$ cat config.mk
export PLATFORM = sky130hd
export DESIGN_NAME = brushless_comm
export DESIGN_NICKNAME = d
export VERILOG_FILES = /design/src/rtl/brushless_comm.sv
export SDC_FILE = /design/constraint.sdc
export NUM_CORES = 1
export LEC_CHECK = 0
export CORE_MARGIN = 4
export CORE_UTILIZATION = 59
export CTS_BUF_LIST = sky130_fd_sc_hd__clkbuf_2 sky130_fd_sc_hd__clkbuf_4 sky130_fd_sc_hd__clkbuf_8
export DETAILED_ROUTE_END_ITERATION = 7
export HOLD_SLACK_MARGIN = 0.15
export PLACE_DENSITY = 0.87
export SYNTH_ARGS = -nofsm -noshare
export SYNTH_HDL_FRONTEND = slang
export SYNTH_SLANG_ARGS = --single-unit
export TNS_END_PERCENT = 1
$ cat constraint.sdc
create_clock -name clk -period 3.8 [get_ports clk]
set_input_delay 1.14 -clock clk [delete_from_list [all_inputs] [get_ports clk]]
set_output_delay 1.14 -clock clk [all_outputs]
set_load 0.01 [all_outputs]
$ cat src/rtl/brushless_comm.sv
// Six-step BLDC commutation controller: hall sync/filter, dead-time insertion,
// reverse direction, sticky invalid-hall fault and a commutation strobe.
module brushless_comm #(
    parameter int unsigned MAG_W    = 12,
    parameter int unsigned DUTY_W   = 11,
    parameter logic [DUTY_W-1:0] BRK_DUTY = DUTY_W'('h600),
    parameter int unsigned FILT_CYC = 4,
    parameter int unsigned DEAD_CYC = 3
) (
    input  logic              clk,
    input  logic              rst,
    input  logic [MAG_W-1:0]  drv_mag,
    input  logic              hallGrn,
    input  logic              hallYlw,
    input  logic              hallBlu,
    input  logic              brake_n,
    input  logic              dir_rev,
    input  logic              fault_clr,
    output logic [DUTY_W-1:0] duty,
    output logic [1:0]        selGrn,
    output logic [1:0]        selYlw,
    output logic [1:0]        selBlu,
    output logic              hall_fault,
    output logic              comm_pulse
);

    localparam int unsigned CNT_W = 8;
    localparam logic [CNT_W-1:0]  FILT_MAX = CNT_W'(FILT_CYC);
    localparam logic [CNT_W-1:0]  DEAD_LD  = CNT_W'(DEAD_CYC);
    localparam logic [DUTY_W-1:0] DUTY_OFS = DUTY_W'(1) << (DUTY_W - 1);

    localparam logic [1:0] SEL_Z = 2'b00;
    localparam logic [1:0] SEL_R = 2'b01;
    localparam logic [1:0] SEL_F = 2'b10;
    localparam logic [1:0] SEL_B = 2'b11;

    typedef enum logic [1:0] {
        ST_RUN   = 2'd0,
        ST_DEAD  = 2'd1,
        ST_FAULT = 2'd2
    } state_t;

    // A hall code is valid unless all sensors agree (000 or 111).
    function automatic logic code_valid(input logic [2:0] c);
        return (c != 3'b000) && (c != 3'b111);
    endfunction

    // Reverse direction swaps rising/falling current legs; brake and HI_Z pass through.
    function automatic logic [1:0] swap_dir(input logic [1:0] s);
        case (s)
            SEL_R:   return SEL_F;
            SEL_F:   return SEL_R;
            default: return s;
        endcase
    endfunction

    logic [2:0]        sync1_q, sync1_d;
    logic [2:0]        hall_s_q, hall_s_d;
    logic [CNT_W-1:0]  cnt_q, cnt_d;
    logic [2:0]        hall_acc_q, hall_acc_d;
    logic              acq_q, acq_d;
    logic              hall_fault_q, hall_fault_d;
    logic              comm_pulse_q, comm_pulse_d;
    logic              accept_c;
    logic [5:0]        fwd_c;
    logic [5:0]        target_c;
    state_t            state_q, state_d;
    logic [CNT_W-1:0]  dead_cnt_q, dead_cnt_d;
    logic [5:0]        sel_q, sel_d;
    logic [DUTY_W-1:0] duty_q, duty_d;
    logic              unused_mag_c;

    // Low magnitude bits below the duty resolution are intentionally dropped.
    assign unused_mag_c = ^drv_mag;

    // Hall synchroniser, stability filter, fault flag and commutation strobe.
    always_comb begin
        sync1_d      = {hallGrn, hallYlw, hallBlu};
        hall_s_d     = sync1_q;
        cnt_d        = cnt_q;
        hall_acc_d   = hall_acc_q;
        acq_d        = acq_q;
        hall_fault_d = hall_fault_q;
        comm_pulse_d = 1'b0;
        accept_c     = (cnt_q == FILT_MAX) && (hall_s_q != hall_acc_q);

        if (hall_s_q != sync1_q) begin
            cnt_d = CNT_W'(1);
        end else if (cnt_q != FILT_MAX) begin
            cnt_d = cnt_q + CNT_W'(1);
        end

        if (accept_c) begin
            hall_acc_d   = hall_s_q;
            acq_d        = 1'b1;
            comm_pulse_d = code_valid(hall_acc_q) && code_valid(hall_s_q);
        end

        // The reset code 000 only counts as a fault once a code has been accepted.
        if (acq_q && !code_valid(hall_acc_q)) begin
            hall_fault_d = 1'b1;
        end else if (fault_clr && code_valid(hall_acc_q)) begin
            hall_fault_d = 1'b0;
        end
    end

    // Target phase pattern {G,Y,B} from the accepted hall code, brake and direction.
    always_comb begin
        fwd_c = {SEL_Z, SEL_Z, SEL_Z};
        case (hall_acc_q)
            3'b001:  fwd_c = {SEL_Z, SEL_R, SEL_F};
            3'b011:  fwd_c = {SEL_R, SEL_Z, SEL_F};
            3'b010:  fwd_c = {SEL_R, SEL_F, SEL_Z};
            3'b110:  fwd_c = {SEL_Z, SEL_F, SEL_R};
            3'b100:  fwd_c = {SEL_F, SEL_Z, SEL_R};
            3'b101:  fwd_c = {SEL_F, SEL_R, SEL_Z};
            default: fwd_c = {SEL_Z, SEL_Z, SEL_Z};
        endcase

        if (!brake_n) begin
            target_c = {SEL_B, SEL_B, SEL_B};
        end else if (dir_rev) begin
            target_c = {swap_dir(fwd_c[5:4]), swap_dir(fwd_c[3:2]), swap_dir(fwd_c[1:0])};
        end else begin
            target_c = fwd_c;
        end
    end

    // Commutation FSM next state, dead-time counter, select and duty.
    always_comb begin
        state_d    = state_q;
        dead_cnt_d = dead_cnt_q;
        sel_d      = sel_q;
        duty_d     = DUTY_OFS + DUTY_W'(drv_mag[MAG_W-1 -: DUTY_W-1]);

        case (state_q)
            ST_RUN: begin
                if (hall_fault_q) begin
                    state_d = ST_FAULT;
                    sel_d   = {SEL_Z, SEL_Z, SEL_Z};
                end else if (target_c != sel_q) begin
                    state_d    = ST_DEAD;
                    dead_cnt_d = DEAD_LD;
                    sel_d      = {SEL_Z, SEL_Z, SEL_Z};
                end
            end
            ST_DEAD: begin
                sel_d = {SEL_Z, SEL_Z, SEL_Z};
                if (hall_fault_q) begin
                    state_d = ST_FAULT;
                end else if (dead_cnt_q <= CNT_W'(1)) begin
                    state_d = ST_RUN;
                    sel_d   = target_c;
                end else begin
                    dead_cnt_d = dead_cnt_q - CNT_W'(1);
                end
            end
            ST_FAULT: begin
                sel_d = {SEL_Z, SEL_Z, SEL_Z};
                if (!hall_fault_q) begin
                    state_d    = ST_DEAD;
                    dead_cnt_d = DEAD_LD;
                end
            end
            default: begin
                state_d    = ST_DEAD;
                dead_cnt_d = DEAD_LD;
                sel_d      = {SEL_Z, SEL_Z, SEL_Z};
            end
        endcase

        if (state_d == ST_FAULT) begin
            duty_d = '0;
        end else if (!brake_n) begin
            duty_d = BRK_DUTY;
        end
    end

    // State registers; reset forces HI_Z, zero duty and a full dead window.
    always_ff @(posedge clk or posedge rst) begin
        if (rst) begin
            sync1_q      <= 3'b000;
            hall_s_q     <= 3'b000;
            cnt_q        <= CNT_W'(1);
            hall_acc_q   <= 3'b000;
            acq_q        <= 1'b0;
            hall_fault_q <= 1'b0;
            comm_pulse_q <= 1'b0;
            state_q      <= ST_DEAD;
            dead_cnt_q   <= DEAD_LD;
            sel_q        <= {SEL_Z, SEL_Z, SEL_Z};
            duty_q       <= '0;
        end else begin
            sync1_q      <= sync1_d;
            hall_s_q     <= hall_s_d;
            cnt_q        <= cnt_d;
            hall_acc_q   <= hall_acc_d;
            acq_q        <= acq_d;
            hall_fault_q <= hall_fault_d;
            comm_pulse_q <= comm_pulse_d;
            state_q      <= state_d;
            dead_cnt_q   <= dead_cnt_d;
            sel_q        <= sel_d;
            duty_q       <= duty_d;
        end
    end

    assign duty       = duty_q;
    assign selGrn     = sel_q[5:4];
    assign selYlw     = sel_q[3:2];
    assign selBlu     = sel_q[1:0];
    assign hall_fault = hall_fault_q;
    assign comm_pulse = comm_pulse_q;

endmodule

# Yosys cells after proc, flatten, opt, wreduce, memory -nomap -nowiden
# Index checks and enable logic that the tools add are counted.
# W data, S select, Z words.
dict set report op_classes {
  addsub 3
  n_lt_le_gt_ge 1
  eq_ne 28
  muxes 30
  n_reduce_logical 13
}
# operator n
set ops {}
lappend ops {{$mux W8} 7}
lappend ops {{$mux W6} 6}
lappend ops {{$pmux W6 S6} 1}
lappend ops {{$pmux W8 S3} 1}
lappend ops {{$mux W11} 2}
lappend ops {{$pmux W2 S2} 3}
lappend ops {{$pmux W6 S2} 1}
lappend ops {{$add A11 B10 Y11 const A} 1}
lappend ops {{$eq A2 B2 Y1 const B} 5}
lappend ops {{$mux W2} 5}
lappend ops {{$ne A2 B2 Y1 const B} 5}
lappend ops {{$eq A3 B3 Y1 const B} 3}
lappend ops {{$ne A3 B3 Y1 const B} 3}
lappend ops {{$add A8 B1 Y8 const B} 1}
lappend ops {{$eq A2 B1 Y1 const B} 4}
lappend ops {{$eq A8 B3 Y1 const B} 1}
lappend ops {{$le A8 B1 Y1 const B} 1}
lappend ops {{$ne A8 B3 Y1 const B} 1}
lappend ops {{$sub A8 B1 Y8 const B} 1}
lappend ops {{$eq A3 B2 Y1 const B} 2}
lappend ops {{$logic_and A1 B1 Y1} 6}
lappend ops {{$ne A3 B3 Y1} 2}
lappend ops {{$ne A6 B6 Y1} 1}
lappend ops {{$pmux W2 S3} 1}
lappend ops {{7 further kinds} 11}
dict set report word_totals {
  regBits 47
  inputBits 20
  output_inout_bits 19
  elab_cells 86
}

# Longest topological paths before layout
# Gate-level depths: netlist of the first run.
dict set report logic_depth {
  depth_word 12
  ltp_mapped 7
  depth_no_buf 7
}

# Least setup slack after synthesis of the first run
# Ideal clock, no wire load.
dict set report synth_path {
  path_type {input-to-reg}
  startpoint {in dir_rev}
  endpoint {reg dead_cnt_q[0]}
  setup_ns 0.082
  arrival_ns 2.744
  required_ns 3.718
  slack_ns 0.974
  path_stages 7
  path_buffers 1
  cell_sequence {buf_6 > mux2i_1 > a2111oi_4 > o2111ai_2 > nor4_4 > nor3_4 > mux2_4}
}
dict set report synth_between {
  elab_chain_len 5
}
# item line
set synth_rtl {}
lappend synth_rtl {{start: declaration} 17} ;# input logic dir_rev,
lappend synth_rtl {{$mux W6} 122} ;# end else if (dir_rev) begin
lappend synth_rtl {{$mux W6} 120} ;# if (!brake_n) begin
lappend synth_rtl {{$ne A6 B6 Y1} 141} ;# end else if (target_c != sel_q) begin
lappend synth_rtl {{$ne A2 B2 Y1 (no line)} -}
lappend synth_rtl {{$reduce_and A5 Y1 (no line)} -}
lappend synth_rtl {{end signal: assignment} 202} ;# dead_cnt_q <= dead_cnt_d;
lappend synth_rtl {{end: declaration} 68} ;# logic [CNT_W-1:0] dead_cnt_q, dead_cnt_d;
# No other way between the ends.
# A chain may end at the register's enable or synchronous reset.

# Worst setup path after layout of the first run
dict set report layout_path {
  startpoint {in dir_rev}
  endpoint {reg dead_cnt_q[7]}
}
# The elaborated chain is that of the path after synthesis.

==> results.yml, run 1 <==
route:
  vias_per_cell: 5.79
  route.final.wire_length_um: 4790
  wire_per_inst_um: 15.8
  drt_iter0_drc: 144
  ant_nets: 0
  drc: 0
  drtPass1Iterations: 4
  num_vias: 1755
clocking:
  cts_max_path_buffers: 2
  postCtsHoldBufs: 0
  clockRootBuffer: "clkbuf_8"
  insertion_delay_ps: 300
  cts_setup_buffers: 0
  cts_tree: "built"
  cts_num_sinks: 47
  post_cts_resized: 0
  clkTransAtPathRegs_ps: 80
  htreeDepth: 2
  cts_buffers: 5
final_layout:
  syn_to_final_growth_pct: 23.2
  diodes: 0
  fin_cells: 303
  layout.nets: 278
  drive_gt1_share_pct: 10.2
synth:
  postSynthRegisterBits: 47
  syn_area_per_cell_um2: 10.7
  synth_top_area_share_pct: 46.7
  synth_cell_types: 49
  yosys_warnings: 0
  yosys-top-cells-area: "dfrtp_1 (47%), dfstp_2 (4.6%), xnor2_1 (3.4%)"
  ys_seq_area_share_pct: 51.2
  ys_async_sr_fraction_pct: 100
  ys.flop_type: "dfrtp_1"
  syn-num-nets: 239
  synthCells: 215
  netlist_area_um2: 2300
  synth.largest_area_cell: "dfrtp_1"
  synth.most_common_cell: "dfrtp_1"
  synthTopCellsByCount: "dfrtp_1 (43), nand2_1 (18), nor2_1 (15)"
  synth_edf_count: 0
run_status:
  status: "complete, no violations"
floorplanning:
  core_area_um2: 3720
  ioPinCount: 39
  initial_core_util_pct: 62.0
  die_h_um: 70.5
  die-width_um: 70.5
  rows: 22
  die_area_um2: 4970
critical_path:
  critPathMaxStageDelay_ps: 650
  r2r_slack_ps: 1470
  required_ps: 3990
  cp.arrival_ps: 3450
  crit_path_start_kind: "primary input"
  cp_num_cells: 8
  worstSetupPathType: "in2reg"
  cp_slowest_cell: "clkdlybuf4s50_1"
  r2r_cells: 6
  critical_path_peak_fanout: 13
  cp_top_family: "compound AO/OA/AOI/OAI gates"
  cp-end-kind: "flip-flop"
  worstPathCellList: "clkdlybuf4s50_1 -> and3b_1 -> o31a_1 -> o2111ai_2 -> nor4_4 -> buf_4 -> o41a_1 -> a21o_1"
  cp_num_buf_inv: 2
pwr:
  cellLeakagePower_nw: 1.25
  ir_worst_vdd_mv: 0.268
  p_per_area_nw_per_um2: 464
sta:
  min_period_ps: 3260
  worst_pin_slew_ps: 710
  finalMaxSlewViolations: 0
  rsz0062_at_grt: "no"
  fin_crit_sh_pct: 85.7
  finalSetupViolCount: 0
  fmax_mhz: 307
  hold_viol_final: 0
  slew_headroom_pct: 52.4
  finalClockSkew_ps: 6.58
  fin_setup_tns_ps: 0
placement:
  gp_congestion: 0.887
  hpwlAfterDp_um: 3190
  portBuffers: 36
  place_inst: 295
global_routing:
  overflow: 0
  grt_pass1_wl_um: 8290
  grt_max_degree: 28
  antenna_found_initial: 0
  grt_use_total_pct: 20.9
  grt_pass1_vias: 1669
job:
  drv_cap: 0
hold_path:
  hold_depth: 0
  min-delay-path-class: "reg2reg"
[power by group]
group,switching [mW],total (mW),internal (mW),leakage [nW]
Sequential,0.0489,0.606,0.557,0.615
Clock,0.165,0.434,0.270,0.0688
Combinational,0.151,0.277,0.127,0.567
Total,0.364,1.32,0.954,1.25
[flip-flops by register name, indices dropped and copies added (netlist names), 2 cells and up]
| signal | cells |
|---|---|
| duty | 11 |
| cnt_q | 8 |
| dead_cnt_q | 8 |
| sel_q | 6 |
| hall_acc_q | 3 |
| hall_s_d | 3 |
| hall_s_q | 3 |
| state_q | 2 |
[stage by stage]
stage	instance area (um^2)	hold WS [ps]	util (%)	setup WS (ps)	power, mW
2_1_floorplan	2300	373	-	974	0.779
3_3_place_gp	2700	378	72.8	277	0.878
3_5_place_dp	2700	380	72.8	248	0.887
4_1_cts	2840	399	76.4	563	1.32
5_1_grt	2840	404	76.4	441	1.38
6_report	2840	398	76.4	543	1.32
[cells in the final DEF, fill, tap and decap left out, types with 5 or more instances in the layout]
| cell type | instances |
|---|---|
| a31oi_1 | 5 |
| and3_1 | 11 |
| clkbuf_8 | 5 |
| clkdlybuf4s50_1 | 36 |
| dfrtp_1 | 43 |
| inv_1 | 9 |
| nand2_1 | 18 |
| nand2b_1 | 5 |
| nand3_1 | 7 |
| nor2_1 | 15 |
| nor3_1 | 9 |
| o21ai_0 | 7 |
| xnor2_1 | 9 |
| xor2_1 | 6 |
[routing by layer]
layer,GRT usage [%],vias up,share of wire (%)
met4,7.23,0,1.5
met5,0,-,0
met3,4.89,7,5.1
li1,-,844,-
met2,31.6,63,47
met1,29.8,841,46
[cell type report]
cell class              instances  area [um^2]
flip-flops and latches         47         1180
clock inverters                 2         60.1
well taps                      48         60.1
clock buffers                   6         76.3
multi-input cells             150         1040
repair buffers                 39          383
fillers                       260          876
inverters                      11         41.3
[final timing paths]
check                                   start       endpoint
worst max-delay path                  dir_rev  dead_cnt_q[7]
worst min-delay path              hall_s_d[0]    hall_s_q[0]
worst max register to register  dead_cnt_q[0]  dead_cnt_q[1]
worst min register to register    hall_s_d[0]    hall_s_q[0]
max in group asynchronous                 rst     state_q[0]
min in group asynchronous                 rst       cnt_q[2]
[logic make-up (layout without fill, tap and decap cells)]
family	count (synthesis)	after routing	share of synthesized area, %
AOI/OAI and AO/OA	42	42	14.2
xor gates and xnor gates	15	15	5.70
muxes	7	7	3.64
adders and majority gates	4	4	2.17
and+or+nand+nor	82	82	19.4
DFF	47	47	51.2
buffers and inverters	18	58	3.69
No activity file was read; power rests on OpenSTA's default activity.
==> inputs of run 2 (changes only) <==
--- a/config.mk
+++ b/config.mk
@@ -10,7 +10,7 @@
 export CTS_BUF_LIST = sky130_fd_sc_hd__clkbuf_2 sky130_fd_sc_hd__clkbuf_4 sky130_fd_sc_hd__clkbuf_8
 export DETAILED_ROUTE_END_ITERATION = 7
 export HOLD_SLACK_MARGIN = 0.15
-export PLACE_DENSITY = 0.87
+export PLACE_DENSITY_LB_ADDON = 0.08
 export SYNTH_ARGS = -nofsm -noshare
 export SYNTH_HDL_FRONTEND = slang
 export SYNTH_SLANG_ARGS = --single-unit
==> results.yml, run 2 (synthesis gave the netlist of run 1 again) <==
clocking:
  post_cts_resized: 0
  cts_buffers: 5
  postCtsHoldBufs: 0
  cts_setup_buffers: 0
  cts_max_path_buffers: 2
  clkTransAtPathRegs_ps: 90
  clockRootBuffer: "clkbuf_8"
  cts_tree: "built"
  insertion_delay_ps: 300
  cts_num_sinks: 47
  htreeDepth: 2
sta:
  finalMaxSlewViolations: 0
  rsz0062_at_grt: "no"
  fmax_mhz: 307
  fin_setup_tns_ps: 0
  finalSetupViolCount: 0
  worst_pin_slew_ps: 934
  min_period_ps: 3250
  hold_viol_final: 0
  finalClockSkew_ps: 7.73
  fin_crit_sh_pct: 85.6
  slew_headroom_pct: 37.6
critical_path:
  r2r_slack_ps: 1430
  crit_path_start_kind: "primary input"
  worstPathCellList: "clkdlybuf4s50_1 -> mux2i_1 -> a2111oi_4 -> o2111ai_2 -> nor4_4 -> nor3_4 -> mux2_4"
  cp.arrival_ps: 3490
  cp_top_family: "buffers and inverters"
  r2r_cells: 6
  cp_slowest_cell: "clkdlybuf4s50_1"
  required_ps: 4040
  worstSetupPathType: "in2reg"
  critical_path_peak_fanout: 13
  startpoint: "dir_rev"
  cp-end-kind: "flip-flop"
  critPathMaxStageDelay_ps: 760
  r2r_start: "dead_cnt_q[0]"
  cp_num_buf_inv: 1
  r2r-end: "dead_cnt_q[0]"
route:
  ant_nets: 0
  drt_iter0_drc: 120
  route.final.wire_length_um: 4500
  drc: 0
  wire_per_inst_um: 14.9
  drtPass1Iterations: 4
  num_vias: 1736
  vias_per_cell: 5.75
global_routing:
  grt_use_total_pct: 19.1
  antenna_found_initial: 0
  grt_pass1_vias: 1640
  overflow: 0
  grt_pass1_wl_um: 7560
  grt_max_degree: 48
final_layout:
  fin_cells: 302
  final_cell_mix: "dfrtp_1 (43), clkdlybuf4s50_1 (36), nand2_1 (18), nor2_1 (15), and3_1 (11)"
  drive_gt1_share_pct: 10.2
  diodes: 0
  largest_register_ffs: 11
  syn_to_final_growth_pct: 22.1
  layout.nets: 277
  layout_commonest_cell: "dfrtp_1"
  nFillCells: 282
placement:
  portBuffers: 36
  place_inst: 294
  hpwlAfterDp_um: 3100
  gp_congestion: 0.902
floorplanning:
  initial_core_util_pct: 62.0
  rows: 22
  die_area_um2: 4970
  die_h_um: 70.5
  die-width_um: 70.5
  ioPinCount: 39
  core_area_um2: 3720
hold_path:
  hold_depth: 0
  hold_path_end: "hall_s_q[0]"
  min-delay-path-class: "reg2reg"
  hold_path_startpoint: "hall_s_d[0]"
job:
  drv_cap: 0
pwr:
  cellLeakagePower_nw: 1.24
  p_per_area_nw_per_um2: 447
  ir_worst_vdd_mv: 0.301
run_status:
  status: "complete, no violations"
## run 2: stage by stage
step	util (%)	hold slack [ps]	power (mW)	cell area (um^2)	setup slack, ps
CTS	75.7	401	1.26	2810	547
finish	75.7	399	1.26	2810	546
floorplan	-	373	0.779	2300	974
global route	75.7	414	1.32	2810	350
global placement	72.6	379	0.879	2700	268
detailed placement	72.6	383	0.886	2700	226
## run 2: area by class of cell
class	instances	area, um^2	area share (%)
flip-flops and latches	47	1180	42.0
multi-input cells	150	1040	36.9
repair buffers	38	375	13.3
clock buffers	6	82.6	2.93
well taps	48	60.1	2.13
inverters	11	41.3	1.47
clock inverters	2	35.0	1.24
## run 2: worst register-to-register path: cells and delay by family, from the launching register on
kind	cells	cell delay [ps]
AO/OA/AOI/OAI	1	420
adder cells (fa/ha/maj)	1	280
buffers and inverters	1	80
flip-flops	1	590
multiplexers	1	340
AND/OR/NAND/NOR	2	600
## run 2: report_power, final
part / internal, mW / leakage, nW / switching (mW)
combinational: 0.126 / 0.564 / 0.148
clock: 0.213 / 0.0612 / 0.165
sequential: 0.557 / 0.615 / 0.0476
## run 2: worst max-delay path by stage
stage / end / cells after the start
after floorplan: dead_cnt_q[0] / 7
after global placement: dead_cnt_q[0] / 7
after detailed placement: dead_cnt_q[1] / 7
after CTS: dead_cnt_q[0] / 7
after global routing: sel_q[3] / 8
final: dead_cnt_q[0] / 7
## run 2: layer usage
| layer | track usage [%] | wire length (um) | vias up |
|---|---|---|---|
| li1 | - | - | 841 |
| met1 | 26.9 | 2200 | 836 |
| met2 | 28.2 | 1970 | 53 |
| met3 | 5.18 | 255 | 6 |
| met4 | 7.87 | 71 | 0 |
| met5 | 0 | 0 | - |
